[src/rtl/lcd_host_pkg.sv]
// Shared constants, state encoding and window-address helper for the LCD host driver.
package lcd_pkg;

  localparam logic [2:0] CMD_REFLASH = 3'd0;
  localparam logic [2:0] CMD_LOAD    = 3'd1;
  localparam logic [2:0] CMD_RIGHT   = 3'd2;
  localparam logic [2:0] CMD_LEFT    = 3'd3;
  localparam logic [2:0] CMD_UP      = 3'd4;
  localparam logic [2:0] CMD_DOWN    = 3'd5;

  localparam int IMG_W    = 6;
  localparam int IMG_SIZE = 36;
  localparam int WIN      = 3;
  localparam int ORG_MAX  = 3;
  localparam int LOAD_ORG = 2;

  typedef enum logic [2:0] {
    ST_IDLE,
    ST_ISSUE,
    ST_STREAM,
    ST_COLLECT,
    ST_DONE
  } host_state_t;

  // Image index of window byte j (row-major inside the 3x3 window) for origin (row, col).
  function automatic logic [5:0] win_addr(input logic [1:0] row, input logic [1:0] col,
                                          input logic [3:0] j);
    logic [3:0] jr, jc;
    logic [5:0] r6;
    jr = j / 4'd3;
    jc = j % 4'd3;
    r6 = {4'b0, row} + {2'b0, jr};
    return r6 * 6'(IMG_W) + {4'b0, col} + {2'b0, jc};
  endfunction

endpackage

[src/rtl/lcd_host_if.sv]
// Host <-> LCD window controller bus: command strobe, pixel stream and window beats.
interface lcd_host_if;
  logic [2:0] cmd;
  logic       cmd_valid;
  logic [7:0] datain;
  logic       busy;
  logic [7:0] dataout;
  logic       output_valid;

  modport master (output cmd, cmd_valid, datain, input busy, dataout, output_valid);
  modport slave  (input cmd, cmd_valid, datain, output busy, dataout, output_valid);
endinterface

[src/rtl/lcd_host_origin.sv]
// Mirror of the controller's window origin; yields the image index expected for each beat.
module lcd_host_origin
  import lcd_pkg::*;
(
  input  logic       clk,
  input  logic       reset,
  input  logic       i_upd,
  input  logic [2:0] i_cmd,
  input  logic [3:0] i_beat,
  output logic [5:0] o_exp_addr
);

  logic [1:0] r_row, r_col;

  // Moves that would leave the 0..ORG_MAX range are silently ignored, as the controller does.
  always_ff @(posedge clk or posedge reset) begin
    if (reset) begin
      r_row <= 2'(LOAD_ORG);
      r_col <= 2'(LOAD_ORG);
    end else if (i_upd) begin
      case (i_cmd)
        CMD_LOAD: begin
          r_row <= 2'(LOAD_ORG);
          r_col <= 2'(LOAD_ORG);
        end
        CMD_RIGHT: if (r_col != 2'(ORG_MAX)) r_col <= r_col + 2'd1;
        CMD_LEFT:  if (r_col != 2'd0)        r_col <= r_col - 2'd1;
        CMD_UP:    if (r_row != 2'd0)        r_row <= r_row - 2'd1;
        CMD_DOWN:  if (r_row != 2'(ORG_MAX)) r_row <= r_row + 2'd1;
        default: ;
      endcase
    end
  end

  assign o_exp_addr = win_addr(r_row, r_col, i_beat);

endmodule

[src/rtl/lcd_host.sv]
// LCD host driver: image store, command sequencing, window collection and byte checking.
module lcd_host
  import lcd_pkg::*;
#(
  parameter int TIMEOUT = 64
) (
  input  logic        clk,
  input  logic        reset,
  input  logic        img_we,
  input  logic [5:0]  img_addr,
  input  logic [7:0]  img_wdata,
  input  logic        req_valid,
  input  logic [2:0]  req_cmd,
  output logic        req_ready,
  lcd_host_if.master  ctrl,
  output logic        win_valid,
  output logic [71:0] win_data,
  output logic        mismatch,
  output logic        err_timeout,
  input  logic        clr_err
);

  // Wide enough to hold a full STREAM count plus the COLLECT limit.
  localparam int TW = $clog2(TIMEOUT + IMG_SIZE + 2);

  host_state_t r_state, w_next;

  logic [7:0]    r_img [IMG_SIZE];
  logic [2:0]    r_cmd;
  logic          r_loaded;
  logic [5:0]    r_k;
  logic [3:0]    r_beat;
  logic [TW-1:0] r_to;
  logic [63:0]   r_buf;
  logic [71:0]   r_win;
  logic          r_mis, r_tmo;

  logic          w_accept, w_cmd_fire, w_beat, w_tmo_hit, w_last_beat, w_stream_end;
  logic          w_ready, w_win_valid;
  logic [7:0]    w_datain;
  logic [5:0]    w_exp_addr;

  // Commands other than load need a loaded image; codes above DOWN are never valid.
  assign w_accept = req_valid && (r_state == ST_IDLE) &&
                    ((req_cmd == CMD_LOAD) || (r_loaded && req_cmd <= CMD_DOWN));

  assign w_beat       = (r_state == ST_COLLECT) && ctrl.output_valid;
  assign w_last_beat  = w_beat && (r_beat == 4'(WIN * WIN - 1));
  assign w_tmo_hit    = (r_state == ST_COLLECT) && !ctrl.output_valid && (r_to >= TW'(TIMEOUT));
  assign w_stream_end = (r_state == ST_STREAM) && (r_k == 6'(IMG_SIZE - 1));

  always_ff @(posedge clk or posedge reset) begin
    if (reset) r_state <= ST_IDLE;
    else       r_state <= w_next;
  end

  always_comb begin
    w_next      = r_state;
    w_ready     = 1'b0;
    w_cmd_fire  = 1'b0;
    w_datain    = 8'd0;
    w_win_valid = 1'b0;
    case (r_state)
      ST_IDLE: begin
        w_ready = 1'b1;
        if (w_accept) w_next = ST_ISSUE;
      end
      ST_ISSUE: begin
        if (!ctrl.busy) begin
          w_cmd_fire = 1'b1;
          w_next     = (r_cmd == CMD_LOAD) ? ST_STREAM : ST_COLLECT;
        end
      end
      ST_STREAM: begin
        w_datain = r_img[r_k];
        if (w_stream_end) w_next = ST_COLLECT;
      end
      ST_COLLECT: begin
        if (w_last_beat)    w_next = ST_DONE;
        else if (w_tmo_hit) w_next = ST_IDLE;
      end
      ST_DONE: begin
        w_win_valid = 1'b1;
        w_next      = ST_IDLE;
      end
      default: w_next = ST_IDLE;
    endcase
  end

  always_ff @(posedge clk or posedge reset) begin
    if (reset) begin
      r_cmd    <= CMD_REFLASH;
      r_loaded <= 1'b0;
      r_k      <= 6'd0;
      r_beat   <= 4'd0;
      r_to     <= '0;
      r_buf    <= 64'd0;
      r_win    <= 72'd0;
      r_mis    <= 1'b0;
      r_tmo    <= 1'b0;
    end else begin
      if (w_accept) r_cmd <= req_cmd;

      if (r_state == ST_STREAM && !w_stream_end) r_k <= r_k + 6'd1;
      else                                       r_k <= 6'd0;
      if (w_stream_end) r_loaded <= 1'b1;

      if (w_cmd_fire || w_beat)                               r_to <= '0;
      else if (r_state == ST_STREAM || r_state == ST_COLLECT) r_to <= r_to + TW'(1);

      if (r_state != ST_COLLECT || w_last_beat) r_beat <= 4'd0;
      else if (w_beat)                          r_beat <= r_beat + 4'd1;

      // The published window only changes when a full set of nine beats is in.
      if (w_last_beat)  r_win <= {ctrl.dataout, r_buf};
      else if (w_beat)  r_buf[{r_beat[2:0], 3'b000} +: 8] <= ctrl.dataout;

      if (w_beat && ctrl.dataout != r_img[w_exp_addr]) r_mis <= 1'b1;
      else if (clr_err)                                r_mis <= 1'b0;

      if (w_tmo_hit)    r_tmo <= 1'b1;
      else if (clr_err) r_tmo <= 1'b0;
    end
  end

  // Image RAM carries no reset.
  always_ff @(posedge clk) begin
    if (img_we && r_state == ST_IDLE && img_addr < 6'(IMG_SIZE))
      r_img[img_addr] <= img_wdata;
  end

  lcd_host_origin u_origin (
    .clk        (clk),
    .reset      (reset),
    .i_upd      (w_cmd_fire),
    .i_cmd      (r_cmd),
    .i_beat     (r_beat),
    .o_exp_addr (w_exp_addr)
  );

  assign req_ready      = w_ready;
  assign ctrl.cmd       = r_cmd;
  assign ctrl.cmd_valid = w_cmd_fire;
  assign ctrl.datain    = w_datain;
  assign win_valid      = w_win_valid;
  assign win_data       = r_win;
  assign mismatch       = r_mis;
  assign err_timeout    = r_tmo;

endmodule
[src/flat_wrapper.sv]
// flat-port wrapper written by rule: the top's interface ports become plain ports
module lcd_host_flat import lcd_pkg::*;
#(
  parameter int TIMEOUT = 64
)
  (clk, reset, img_we, img_addr, img_wdata, req_valid, req_cmd, req_ready, win_valid, win_data, mismatch, err_timeout, clr_err, ctrl_cmd, ctrl_cmd_valid, ctrl_datain, ctrl_busy, ctrl_dataout, ctrl_output_valid);
  lcd_host_if ctrl_i ();
  input  logic clk;
  input  logic reset;
  input  logic img_we;
  input  logic [5:0] img_addr;
  input  logic [7:0] img_wdata;
  input  logic req_valid;
  input  logic [2:0] req_cmd;
  output logic req_ready;
  output logic win_valid;
  output logic [71:0] win_data;
  output logic mismatch;
  output logic err_timeout;
  input  logic clr_err;
  output wire logic [$bits(ctrl_i.cmd)-1:0] ctrl_cmd;
  output wire logic [$bits(ctrl_i.cmd_valid)-1:0] ctrl_cmd_valid;
  output wire logic [$bits(ctrl_i.datain)-1:0] ctrl_datain;
  input wire logic [$bits(ctrl_i.busy)-1:0] ctrl_busy;
  input wire logic [$bits(ctrl_i.dataout)-1:0] ctrl_dataout;
  input wire logic [$bits(ctrl_i.output_valid)-1:0] ctrl_output_valid;
  assign ctrl_cmd = ctrl_i.cmd;
  assign ctrl_cmd_valid = ctrl_i.cmd_valid;
  assign ctrl_datain = ctrl_i.datain;
  assign ctrl_i.busy = ctrl_busy;
  assign ctrl_i.dataout = ctrl_dataout;
  assign ctrl_i.output_valid = ctrl_output_valid;
  lcd_host #(.TIMEOUT(TIMEOUT)) u_core (.clk(clk), .reset(reset), .img_we(img_we), .img_addr(img_addr), .img_wdata(img_wdata), .req_valid(req_valid), .req_cmd(req_cmd), .req_ready(req_ready), .ctrl(ctrl_i), .win_valid(win_valid), .win_data(win_data), .mismatch(mismatch), .err_timeout(err_timeout), .clr_err(clr_err));
endmodule
[config.mk]
export PLATFORM = sky130hd
export DESIGN_NAME = lcd_host_flat
export DESIGN_NICKNAME = d
export VERILOG_FILES = /design/src/rtl/lcd_host_pkg.sv /design/src/rtl/lcd_host_if.sv /design/src/rtl/lcd_host_origin.sv /design/src/rtl/lcd_host.sv /design/src/flat_wrapper.sv
export SDC_FILE = /design/constraint.sdc
export NUM_CORES = 1
export LEC_CHECK = 0
export BUFFER_PORTS_ARGS = -buffer_cell sky130_fd_sc_hd__buf_2
export CORE_MARGIN = 2
export CORE_UTILIZATION = 35
export DETAILED_ROUTE_END_ITERATION = 10
export HOLD_SLACK_MARGIN = 0.08
export MAX_ROUTING_LAYER = met4
export PLACE_DENSITY_LB_ADDON = 0.12
export SETUP_SLACK_MARGIN = 0.15
export SLEW_MARGIN = 40
export SYNTH_ARGS = -nofsm -noshare
export SYNTH_HDL_FRONTEND = slang
export SYNTH_SLANG_ARGS = --single-unit
[constraint.sdc]
create_clock -name clk -period 6.5 [get_ports clk]
set_clock_uncertainty 0.2 [all_clocks]
set_input_delay 1.625 -clock clk [delete_from_list [all_inputs] [get_ports clk]]
set_output_delay 1.625 -clock clk [all_outputs]
set_load 0.005 [all_outputs]
==> implementation parameters <==
Parameter                              Value

Run status
  Result of the run ... complete, but fails checks
  Failing checks ... DRC

Route
  Number of nets with antenna violations after detailed routing ... 0
  Via density ... 5.41
  Detailed-route wire length ... 59700 um
  DR DRC count ... 13
  Average routed wire per standard cell ... 26.3 um
  DRC violation total after the first TritonRoute iteration ... approximately 1.0k
  Overall via count from detail_route ... 12.3k
  DR pass1 iterations ... 8

Cells and area
  Final non-filler cell total ... 2268
  Area of the multi-input gates ... 7900 um^2
  Net count of the finished layout ... 1514
  Layout cells sized above 1 ... 37.3%
  Syn-to-layout area delta ... 17.6%
  Final design utilization ... 41.7%
  Register cell area after layout ... 12800 um^2
  Filler cell count ... 5338
  Diodes inserted ... 0

Timing
  Final-layout setup total negative slack ... 0 ns
  RSZ-0062 raised after global routing ... false
  Max Transition Viols Final ... 0
  Hold Violations, Final ... 0
  Tmin final ... roughly 6.1 ns
  Highest clock frequency the design can meet ... 164 MHz
  Total of endpoints with negative setup slack in the final report ... 0
  Share of the clock period used by the worst path after layout ... between 90% and 100%
  Worst max-slew margin expressed relative to the limit ... between 40% and 50%
  Slew @ Worst Pin ... 0.849 ns

Placement
  Post-detailed-placement half-perimeter wirelength ... 40500 um
  Weighted congestion reported at the end of routability-driven placement ... roughly 0.9
  IO Port Bufs ... between 100 and 150
  Number of placed instances with taps included ... 2169

GRT
  M2 GR Usage ... 31.6%
  GRT Total Usage ... 20.1%
  Via count of the first global-routing pass ... between 10k and 15k
  Number of antenna violations at the first check in global routing ... 1
  Most Used Layer, Global Route ... met2
  Met3 routing resource usage after global routing ... 3.74%
  Overflow left after global routing ... 0
  Global-route track usage on met1 ... 27.1%
  Global-route wire length before repair ... 88300 um
  Largest net degree at the start of global routing ... 96

Synthesis
  EDFF count, synth ... 288
  Dominant register cell in the synthesized netlist ... edfxtp_1
  Area share of the leading cell type in the synthesized netlist ... 41.3%
  Synthesized Nets ... 1364
  Largest cells by area after synthesis ... edfxtp_1, dfrtp_1, mux4_2
  Mean area per synthesized cell ... 16.1 um^2
  Yosys reg bits ... 454
  Fraction of registers with async set/reset ... 36.6%
  Cell count after synthesis ... 1305
  Post-Syn Area ... 21000 um^2
  Sequential fraction of the synthesis area ... 61.1%
  Unique cell type count in the Yosys netlist ... 69
  Area leader, netlist ... edfxtp_1
  Yosys warns ... 0

Clock tree
  Clock insertion delay at the later pin of the skew report ... 0.62 ns
  Hold buffer count at cts ... 0
  TritonCTS Sinks ... 454
  Total CTS buffers ... around 50
  CTS tree ... built
  Deepest clock path buffer count ... 3
  Clock transition at the register clock pins on the worst setup and hold paths after CTS ... ~0.06 ns
  CTS Root Buffer Type ... clkbuf_16
  Clock H-tree levels ... 2

Critical path
  Crit path arrival time ... 6.44 ns
  Class of the most critical setup path ... reg2reg
  Data required time at the worst endpoint ... 6.83 ns
  Worst Setup Start Kind ... register
  Kind of end point of the critical path ... register
  Peak fanout along the critical path ... 4
  Slowest cell on crit path ... or4_1
  Worst path max stage delay ... 0.48 ns

Die
  Row cnt ... 89
  Area of the core ... 59100 um^2
  Area of the die ... 61800 um^2
  Effective utilization at floorplan ... 35.4%
  Overall die height ... 249 um
  # IOs ... 120
  Die width ... 249 um

Power
  IR drop worst, VDD ... 0.318 mV
  Areal power density over the cells ... between 400 and 500 nW/um^2
  Leakage power ... 9.24 nW

Worst hold path
  Path class of the lowest-slack min-delay path ... reg2reg

Flow run
  Max Cap Viol ... 0
cell usage after synthesis (3+ instances only):
master,number
dfrtp_1,164
o21ai_0,61
buf_1,3
a31oi_1,4
nand3b_1,8
and2_1,3
edfxtp_1,288
nor3_1,8
a21oi_1,26
o211ai_1,4
nand2_1,123
xor2_1,14
buf_4,4
mux2i_1,31
or2_2,4
xnor2_1,8
nand4_1,4
mux4_2,159
inv_1,20
nor2b_1,8
nor3b_1,9
or3_1,3
clkbuf_1,39
buf_2,18
fa_1,4
a211oi_1,3
a21o_1,3
mux2_2,88
mux2_1,8
ha_1,23
nor2_1,88
nand3_1,22
buf_6,6
registers in the layout, indices dropped and copies added, names as in the netlist:
signal,count
u_core.r_img,288
u_core.win_data,72
u_core.r_buf,64
u_core.r_to,7
u_core.r_k,6
u_core.r_beat,4
u_core.ctrl.cmd,3
u_core.r_state,3
u_core.u_origin.r_col,2
u_core.u_origin.r_row,2
u_core.err_timeout,1
u_core.mismatch,1
u_core.r_loaded,1
path summary, 6_finish.rpt:
path / start / to / slack, ns / cells after the start
setup / recovery: u_core.r_beat[2]$_DFFE_PP0P_ / u_core.mismatch$_DFFE_PP0P_ / 0.39 / 28
hold / removal: u_core.r_buf[53]$_DFFE_PP0P_ / u_core.r_buf[53]$_DFFE_PP0P_ / 0.27 / 2
setup reg to reg: u_core.r_beat[2]$_DFFE_PP0P_ / u_core.mismatch$_DFFE_PP0P_ / 0.39 / 28
hold reg to reg: u_core.r_buf[53]$_DFFE_PP0P_ / u_core.r_buf[53]$_DFFE_PP0P_ / 0.27 / 2
max in group asynchronous: reset / u_core.r_buf[40]$_DFFE_PP0P_ / 4.13 / 3
min in group asynchronous: reset / u_core.ctrl.cmd[2]$_DFFE_PP0P_ / 0.88 / 2
through the flow:
| step | instance area, um^2 | hold slack, ns | setup slack [ns] | total power, W |
|---|---|---|---|---|
| final | 24600 | 0.274 | 0.392 | 0.0104 |
| after global routing | 24600 | 0.302 | 0.103 | 0.0109 |
| after CTS | 24500 | 0.282 | 0.155 | 0.0105 |
| after detailed placement | 22700 | 0.268 | -0.0906 | 0.00724 |
| after global placement | 22600 | 0.256 | 0.0162 | 0.00725 |
| after floorplan | 21000 | 0.228 | 0.188 | 0.00597 |
layer usage:
layer	vias to the layer above	wire, um
met5	-	0
met4	0	1200
met3	77	3400
met2	324	28800
met1	6471	26300
li1	5391	-
report_power, final:
part | switching [W] | total, W | internal [W]
Combinational | 0.00213 | 0.00401 | 0.00188
Clock | 0.00122 | 0.00312 | 0.00190
Sequential | 0.000129 | 0.00329 | 0.00316
Total | 0.00348 | 0.0104 | 0.00694
cell type report:
cell class	instances	share of cell area, %
inverters	20	0.335
flip-flops and latches	454	52.0
clock inverters	24	1.65
clock buffers	69	5.75
multi-input cells	759	32.1
well taps	773	3.93
repair buffers	169	4.26
worst max-delay path: cells and delay by family, from the launching register on:
kind / cells / cell delay, ns
AOI/OAI and AO/OA: 4 / 0.90
xor gates and xnor gates: 2 / 0.28
adders and majority gates: 9 / 2.26
buffers and inverters: 6 / 0.50
DFF: 1 / 0.39
muxes: 1 / 0.33
and+or+nand+nor: 6 / 1.17
repair_timing:
action	4_1_cts	5_1_grt
gates cloned	0	0
buffers inserted	4	2
pin swaps	1	3
gates resized for setup	4	12
endpoints found under the hold margin	0	0
endpoints found under the setup margin	1	1
cells in the final DEF (no fill, tap or decap), drive strengths merged, types with 31 or more instances in the layout:
cell type,Yosys,layout
nor2,88,88
clkbuf,39,69
o21ai,62,62
mux2i,31,31
nand2,123,123
dfrtp,164,164
buf,33,169
edfxtp,288,288
mux4,159,159
mux2,97,97
cell families (layout without fill, tap and decap cells):
kind of cell             after synthesis  in the layout  synth area share [%]
AND/OR/NAND/NOR                      294            294                  6.38
AO/OA/AOI/OAI                        127            127                  3.61
adder cells (fa/ha/maj)               27             27                  1.76
buffers and inverters                 92            282                  2.20
multiplexers                         287            287                  23.8
flip-flops                           454            454                  61.1
XOR/XNOR                              24             24                  1.14
(Power assumes the default switching activity.)
